## config.mk

```make
export PLATFORM = sky130hd
export DESIGN_NAME = operand_fetch
export DESIGN_NICKNAME = d
export VERILOG_FILES = /design/src/rtl/operand_fetch_pkg.sv /design/src/rtl/operand_fetch_scoreboard.sv /design/src/rtl/operand_fetch.sv
export SDC_FILE = /design/constraint.sdc
export NUM_CORES = 1
export LEC_CHECK = 0
export CELL_PAD_IN_SITES_DETAIL_PLACEMENT = 0
export CELL_PAD_IN_SITES_GLOBAL_PLACEMENT = 1
export CORE_MARGIN = 4
export CORE_UTILIZATION = 35
export DETAILED_ROUTE_END_ITERATION = 6
export PLACE_DENSITY = 0.8
export SYNTH_ARGS = -nofsm -noshare
export SYNTH_HDL_FRONTEND = slang
export SYNTH_SLANG_ARGS = --single-unit
```

## constraint.sdc

```tcl
create_clock -name clk -period 3.5 [get_ports clk]
set_input_delay 0.35 -clock clk [delete_from_list [all_inputs] [get_ports clk]]
set_output_delay 0.35 -clock clk [all_outputs]
set_load 0.01 [all_outputs]
```

## src/rtl/operand_fetch_pkg.sv

```systemverilog
// ============================================================================
// operand_fetch_pkg : shared widths, FSM state type and hazard helpers
// Revision 1.0
// ============================================================================
`default_nettype none

package operand_fetch_pkg;

    localparam int DATA_W = 8;
    localparam int ADDR_W = 3;
    localparam int NREGS  = 8;

    typedef enum logic [1:0] {
        IDLE  = 2'd0,
        STALL = 2'd1,
        OUT   = 2'd2
    } of_state_e;

    typedef struct packed {
        logic [ADDR_W-1:0] src1;
        logic [ADDR_W-1:0] src2;
        logic [ADDR_W-1:0] dest;
        logic              dest_en;
    } instr_t;

    // r0 never waits; a write landing this cycle satisfies the read through bypass
    function automatic logic src_ready(input logic [ADDR_W-1:0] r,
                                       input logic [NREGS-1:0]  pend,
                                       input logic              wb_en,
                                       input logic [ADDR_W-1:0] wb_dest);
        return (r == '0) || !pend[r] || (wb_en && (wb_dest == r));
    endfunction

    function automatic logic [DATA_W-1:0] operand_val(input logic [ADDR_W-1:0] r,
                                                      input logic [DATA_W-1:0] rd,
                                                      input logic              wb_en,
                                                      input logic [ADDR_W-1:0] wb_dest,
                                                      input logic [DATA_W-1:0] wb_data);
        if (r == '0)
            return '0;
        else if (wb_en && (wb_dest == r))
            return wb_data;
        else
            return rd;
    endfunction

endpackage

`default_nettype wire

```

## src/rtl/operand_fetch_scoreboard.sv

```systemverilog
// ============================================================================
// op_scoreboard : per-register write-pending bits; a set wins over a clear
// Revision 1.0
// ============================================================================
`default_nettype none

module op_scoreboard
    import operand_fetch_pkg::*;
(
    input  logic              clk,
    input  logic              rst,
    input  logic              set_i,
    input  logic [ADDR_W-1:0] set_idx_i,
    input  logic              clr_i,
    input  logic [ADDR_W-1:0] clr_idx_i,
    output logic [NREGS-1:0]  pending_o
);

    logic [NREGS-1:0] pending_q;
    logic [NREGS-1:0] pending_d;

    always_comb begin
        pending_d = pending_q;
        if (clr_i)
            pending_d[clr_idx_i] = 1'b0;
        if (set_i)
            pending_d[set_idx_i] = 1'b1;
    end

    always_ff @(posedge clk) begin
        if (!rst)
            pending_q <= '0;
        else
            pending_q <= pending_d;
    end

    assign pending_o = pending_q;

endmodule

`default_nettype wire

```

## src/rtl/operand_fetch.sv

```systemverilog
// ============================================================================
// operand_fetch : issue-stage operand read with RAW/WAW stall and WB bypass
// Revision 1.0
// ============================================================================
`default_nettype none

module operand_fetch
    import operand_fetch_pkg::*;
(
    input  logic              clk,
    input  logic              rst,
    input  logic              iss_valid,
    output logic              iss_ready,
    input  logic [ADDR_W-1:0] iss_src1,
    input  logic [ADDR_W-1:0] iss_src2,
    input  logic [ADDR_W-1:0] iss_dest,
    input  logic              iss_dest_en,
    output logic [ADDR_W-1:0] rd_addr_1,
    output logic [ADDR_W-1:0] rd_addr_2,
    input  logic [DATA_W-1:0] rd_data_1,
    input  logic [DATA_W-1:0] rd_data_2,
    input  logic              wb_en,
    input  logic [ADDR_W-1:0] wb_dest,
    input  logic [DATA_W-1:0] wb_data,
    output logic              op_valid,
    input  logic              op_ready,
    output logic [DATA_W-1:0] op_a,
    output logic [DATA_W-1:0] op_b,
    output logic [ADDR_W-1:0] op_dest,
    output logic              op_dest_en
);

    of_state_e         state_q, state_d;
    instr_t            held_q, held_d;
    instr_t            cand;
    logic [DATA_W-1:0] op_a_q, op_a_d;
    logic [DATA_W-1:0] op_b_q, op_b_d;
    logic [ADDR_W-1:0] op_dest_q, op_dest_d;
    logic              op_dest_en_q, op_dest_en_d;
    logic [NREGS-1:0]  pending;
    logic              waw;
    logic              hazard;
    logic              accept;
    logic              evaluate;
    logic              capture;
    logic              set_en;

    // A stalled instruction keeps being evaluated from its latched copy
    always_comb begin
        if (state_q == STALL) begin
            cand = held_q;
        end else begin
            cand.src1    = iss_src1;
            cand.src2    = iss_src2;
            cand.dest    = iss_dest;
            cand.dest_en = iss_dest_en;
        end
    end

    assign rd_addr_1 = cand.src1;
    assign rd_addr_2 = cand.src2;

    assign iss_ready = rst && ((state_q == IDLE) || ((state_q == OUT) && op_ready));
    assign accept    = iss_valid && iss_ready;

    assign waw    = cand.dest_en && (cand.dest != '0) && pending[cand.dest]
                    && !(wb_en && (wb_dest == cand.dest));
    assign hazard = !src_ready(cand.src1, pending, wb_en, wb_dest)
                    || !src_ready(cand.src2, pending, wb_en, wb_dest)
                    || waw;

    assign evaluate = accept || (state_q == STALL);
    assign capture  = evaluate && !hazard;
    assign set_en   = capture && cand.dest_en && (cand.dest != '0);

    always_comb begin
        state_d      = state_q;
        held_d       = held_q;
        op_a_d       = op_a_q;
        op_b_d       = op_b_q;
        op_dest_d    = op_dest_q;
        op_dest_en_d = op_dest_en_q;
        case (state_q)
            IDLE, STALL, OUT: begin
                if (evaluate) begin
                    if (hazard) begin
                        state_d = STALL;
                        held_d  = cand;
                    end else begin
                        state_d      = OUT;
                        op_a_d       = operand_val(cand.src1, rd_data_1, wb_en, wb_dest, wb_data);
                        op_b_d       = operand_val(cand.src2, rd_data_2, wb_en, wb_dest, wb_data);
                        op_dest_d    = cand.dest;
                        op_dest_en_d = cand.dest_en;
                    end
                end else if ((state_q == OUT) && op_ready) begin
                    state_d = IDLE;
                end
            end
            default: state_d = IDLE;
        endcase
    end

    always_ff @(posedge clk) begin
        if (!rst) begin
            state_q      <= IDLE;
            held_q       <= '0;
            op_a_q       <= '0;
            op_b_q       <= '0;
            op_dest_q    <= '0;
            op_dest_en_q <= 1'b0;
        end else begin
            state_q      <= state_d;
            held_q       <= held_d;
            op_a_q       <= op_a_d;
            op_b_q       <= op_b_d;
            op_dest_q    <= op_dest_d;
            op_dest_en_q <= op_dest_en_d;
        end
    end

    op_scoreboard u_scoreboard (
        .clk       (clk),
        .rst       (rst),
        .set_i     (set_en),
        .set_idx_i (cand.dest),
        .clr_i     (wb_en),
        .clr_idx_i (wb_dest),
        .pending_o (pending)
    );

    assign op_valid   = (state_q == OUT);
    assign op_a       = op_a_q;
    assign op_b       = op_b_q;
    assign op_dest    = op_dest_q;
    assign op_dest_en = op_dest_en_q;

endmodule

`default_nettype wire

```

==> impl_metrics.ini <==
[critical_path]
worst-path-buf-inv = 1
cp.depth = 8
cpPeakStageDelay_ps = 510
ff2ff_path_depth = 8
crit_end = u_scoreboard.pending_o[4]
critical-path-top-delay-family = simple AND/OR/NAND/NOR gates
path_max_fanout = 20
r2r-end = u_scoreboard.pending_o[4]
criticalPathCategory = flip-flop to flip-flop
cp_slowest_cell = nand2b_1
ff2ff_setup_slack_ps = 330
rr_startpoint = state_q[1]
path_cells = nand2b_1, buf_4, mux2_2, or3_1, a21o_1, nand3_1, nand3_4, o41ai_1
worstSetupStartpoint = state_q[1]
cp-start-kind = flip-flop
critPathArrivalTime_ps = 3350
end_kind = flip-flop
cp.required_ps = 3680

[route]
final_antenna_net_count = 0
wl_per_cell_um = 15.9
routed-via-count = 2476
first_iter_violations = 156
wirelength_um = 7560
drc = 0
drt_pass1_iterations = 7
vias_per_cell = 5.22

[timing]
min_period_over_period = 0.905
tightest_slew_ps = 672
setup_tns_ps = 0
max_slew_margin = 0.548
max_freq_mhz = 316
report.final.hold_viol_count = 0
rsz0062_at_grt = no
skew_ps = 12.7
slew_violations = 0
setup-violations-final = 0
fin_crit_ps = 3170

[yosys]
yosys-mux-area-fraction = 0.221
synthAdderAreaFrac = 0
syn_area_mm2 = 0.00262
synthFlopType = dfxtp_1
synthSimpleGateAreaFrac = 0.217
yosys_warnings = 0
ys_types = 54
ys_seq_area_frac = 0.298
async_flop_share = 0
synth_top_family_by_area = multiplexers
syn_inst = 310
synth_compound_area_frac = 0.169
avgSynthCellArea_um2 = 8.44
synth_edf_count = 0
synth_fp_nets = 352
synth_xor_area_frac = 0.0234
synth_seq_cells = 39

[final_layout]
diodes = 0
stdcell_count = 474
syn2layout_area_growth_pct = 33.3
final_common_cell = clkdlybuf4s50_1
drive_gt1_frac = 0.123
layout_common_cells = clkdlybuf4s50_1 (68), nand2_1 (56), mux2i_1 (54)
nets = 416

[floorplanning]
dieWidth_um = 94.5
initial_utilization = 0.361
ios = 70
die_area_mm2 = 0.00893
die_h_um = 94.5
core_mm2 = 0.00725
num_rows = 31

[place]
gp_congestion = 0.920
dp_cells = 466
hpwl_um = 5940
port_buffers = 69

[run_status]
outcome = complete, no violations

[global_route]
grt_use_total = 0.169
grt_pass1_vias = 2320
gr-total-overflow = 0
grtUsageMet2 = 0.285
busiest_layer = met2
use_met3 = 0.0359
antenna_found_initial = 0
grt_max_degree = 51
met1_usage = 0.222
grt_pass1_wl_um = 11900

[clock_tree]
tritoncts = yes
clkSlewWorstSetupHoldPaths_ps = 80
numCtsBuffers = 5
hold_buffers = 0
ctsResizeCount = 0
cts.path.max_buffers = 2
postCtsSetupBuffers = 0
cts-root-buf = clkbuf_8
cts.sink_count = 39
clk-insertion-delay-late_ps = 300
htree_levels = 2

[power_and_ir_drop]
pwr_density_cell_mw_per_mm2 = 375
total_power_mw = 1.31
worst_ir_drop_vdd_mv = 0.173
power.leakage_nw = 1.50

[min_path]
holdCritPathClass = input pin to flip-flop

[flow_run]
max_cap_violations = 0
-- area by class of cell --
class,instances,area [um^2]
Fill cell,726,3760
Multi-Input combinational cell,234,1650
Sequential cell,39,781
Timing Repair Buffer,80,768
Tap cell,99,124
Clock buffer,5,68.8
Inverter,14,52.6
Clock inverter,3,43.8
-- per-layer routing --
metal,vias up,share of wire
met1,1169,0.43
li1,1230,-
met2,70,0.49
met5,-,0
met3,7,0.067
met4,0,0.012
-- synthesized netlist by cell type, types with 5 or more instances --
library cell	n	area (um^2)
buf_2	7	35.0
a211oi_1	5	37.5
buf_4	6	45.0
o31ai_1	5	37.5
nand2_1	56	210
o21ai_0	8	40.0
nor2_1	8	30.0
clkbuf_1	7	26.3
dfxtp_1	39	781
mux2i_1	54	541
inv_1	12	45.0
or2_2	16	100
o211ai_1	6	45.0
nand2b_1	6	37.5
xnor2_1	5	43.8
a21oi_1	6	30.0
-- metrics by stage --
stage                     hold WS (ps)  setup WS (ps)  cell area [um^2]   util
after detailed placement           454            343              3380  0.466
after global placement             446            414              3380  0.466
final                              399            333              3490  0.481
after floorplan                    434            971              2620      -
after global routing               430            125              3490  0.481
after CTS                          400            328              3490  0.481
-- power breakdown --
part,internal (mW),switching [mW]
combinational,0.213,0.205
clock,0.212,0.170
sequential,0.478,0.0297
total,0.903,0.405
-- cells by family after synthesis --
group                     count (synthesis)
and+or+nand+nor                         113
AOI/OAI and AO/OA                        57
muxes                                    57
DFF                                      39
buffers and inverters                    37
xor gates and xnor gates                  7
-- state kept, by name (all words and copies together), names as in the netlist --
name	flops
held_q	10
op_a	8
op_b	8
u_scoreboard.pending_o	7
op_dest	3
state_q	2
op_dest_en	1
-- worst min path at each step --
stage                      end  slack, ps      start  depth (start not counted)
global route        state_q[0]        430        rst                          3
finish              state_q[0]        400        rst                          3
global placement       op_b[6]        450    op_b[6]                          2
floorplan            held_q[0]        430  held_q[0]                          2
detailed placement     op_b[5]        450    op_b[5]                          2
CTS                 state_q[0]        400        rst                          3
-- worst register-to-register path, stage by stage, from the launching register on --
cell	delay, ps
dfxtp_1	420
nand2b_1	510
buf_4	290
mux2_2	400
or3_1	320
a21o_1	170
nand3_1	220
nand3_4	310
o41ai_1	420
No activity file was read; power rests on OpenSTA's default activity.
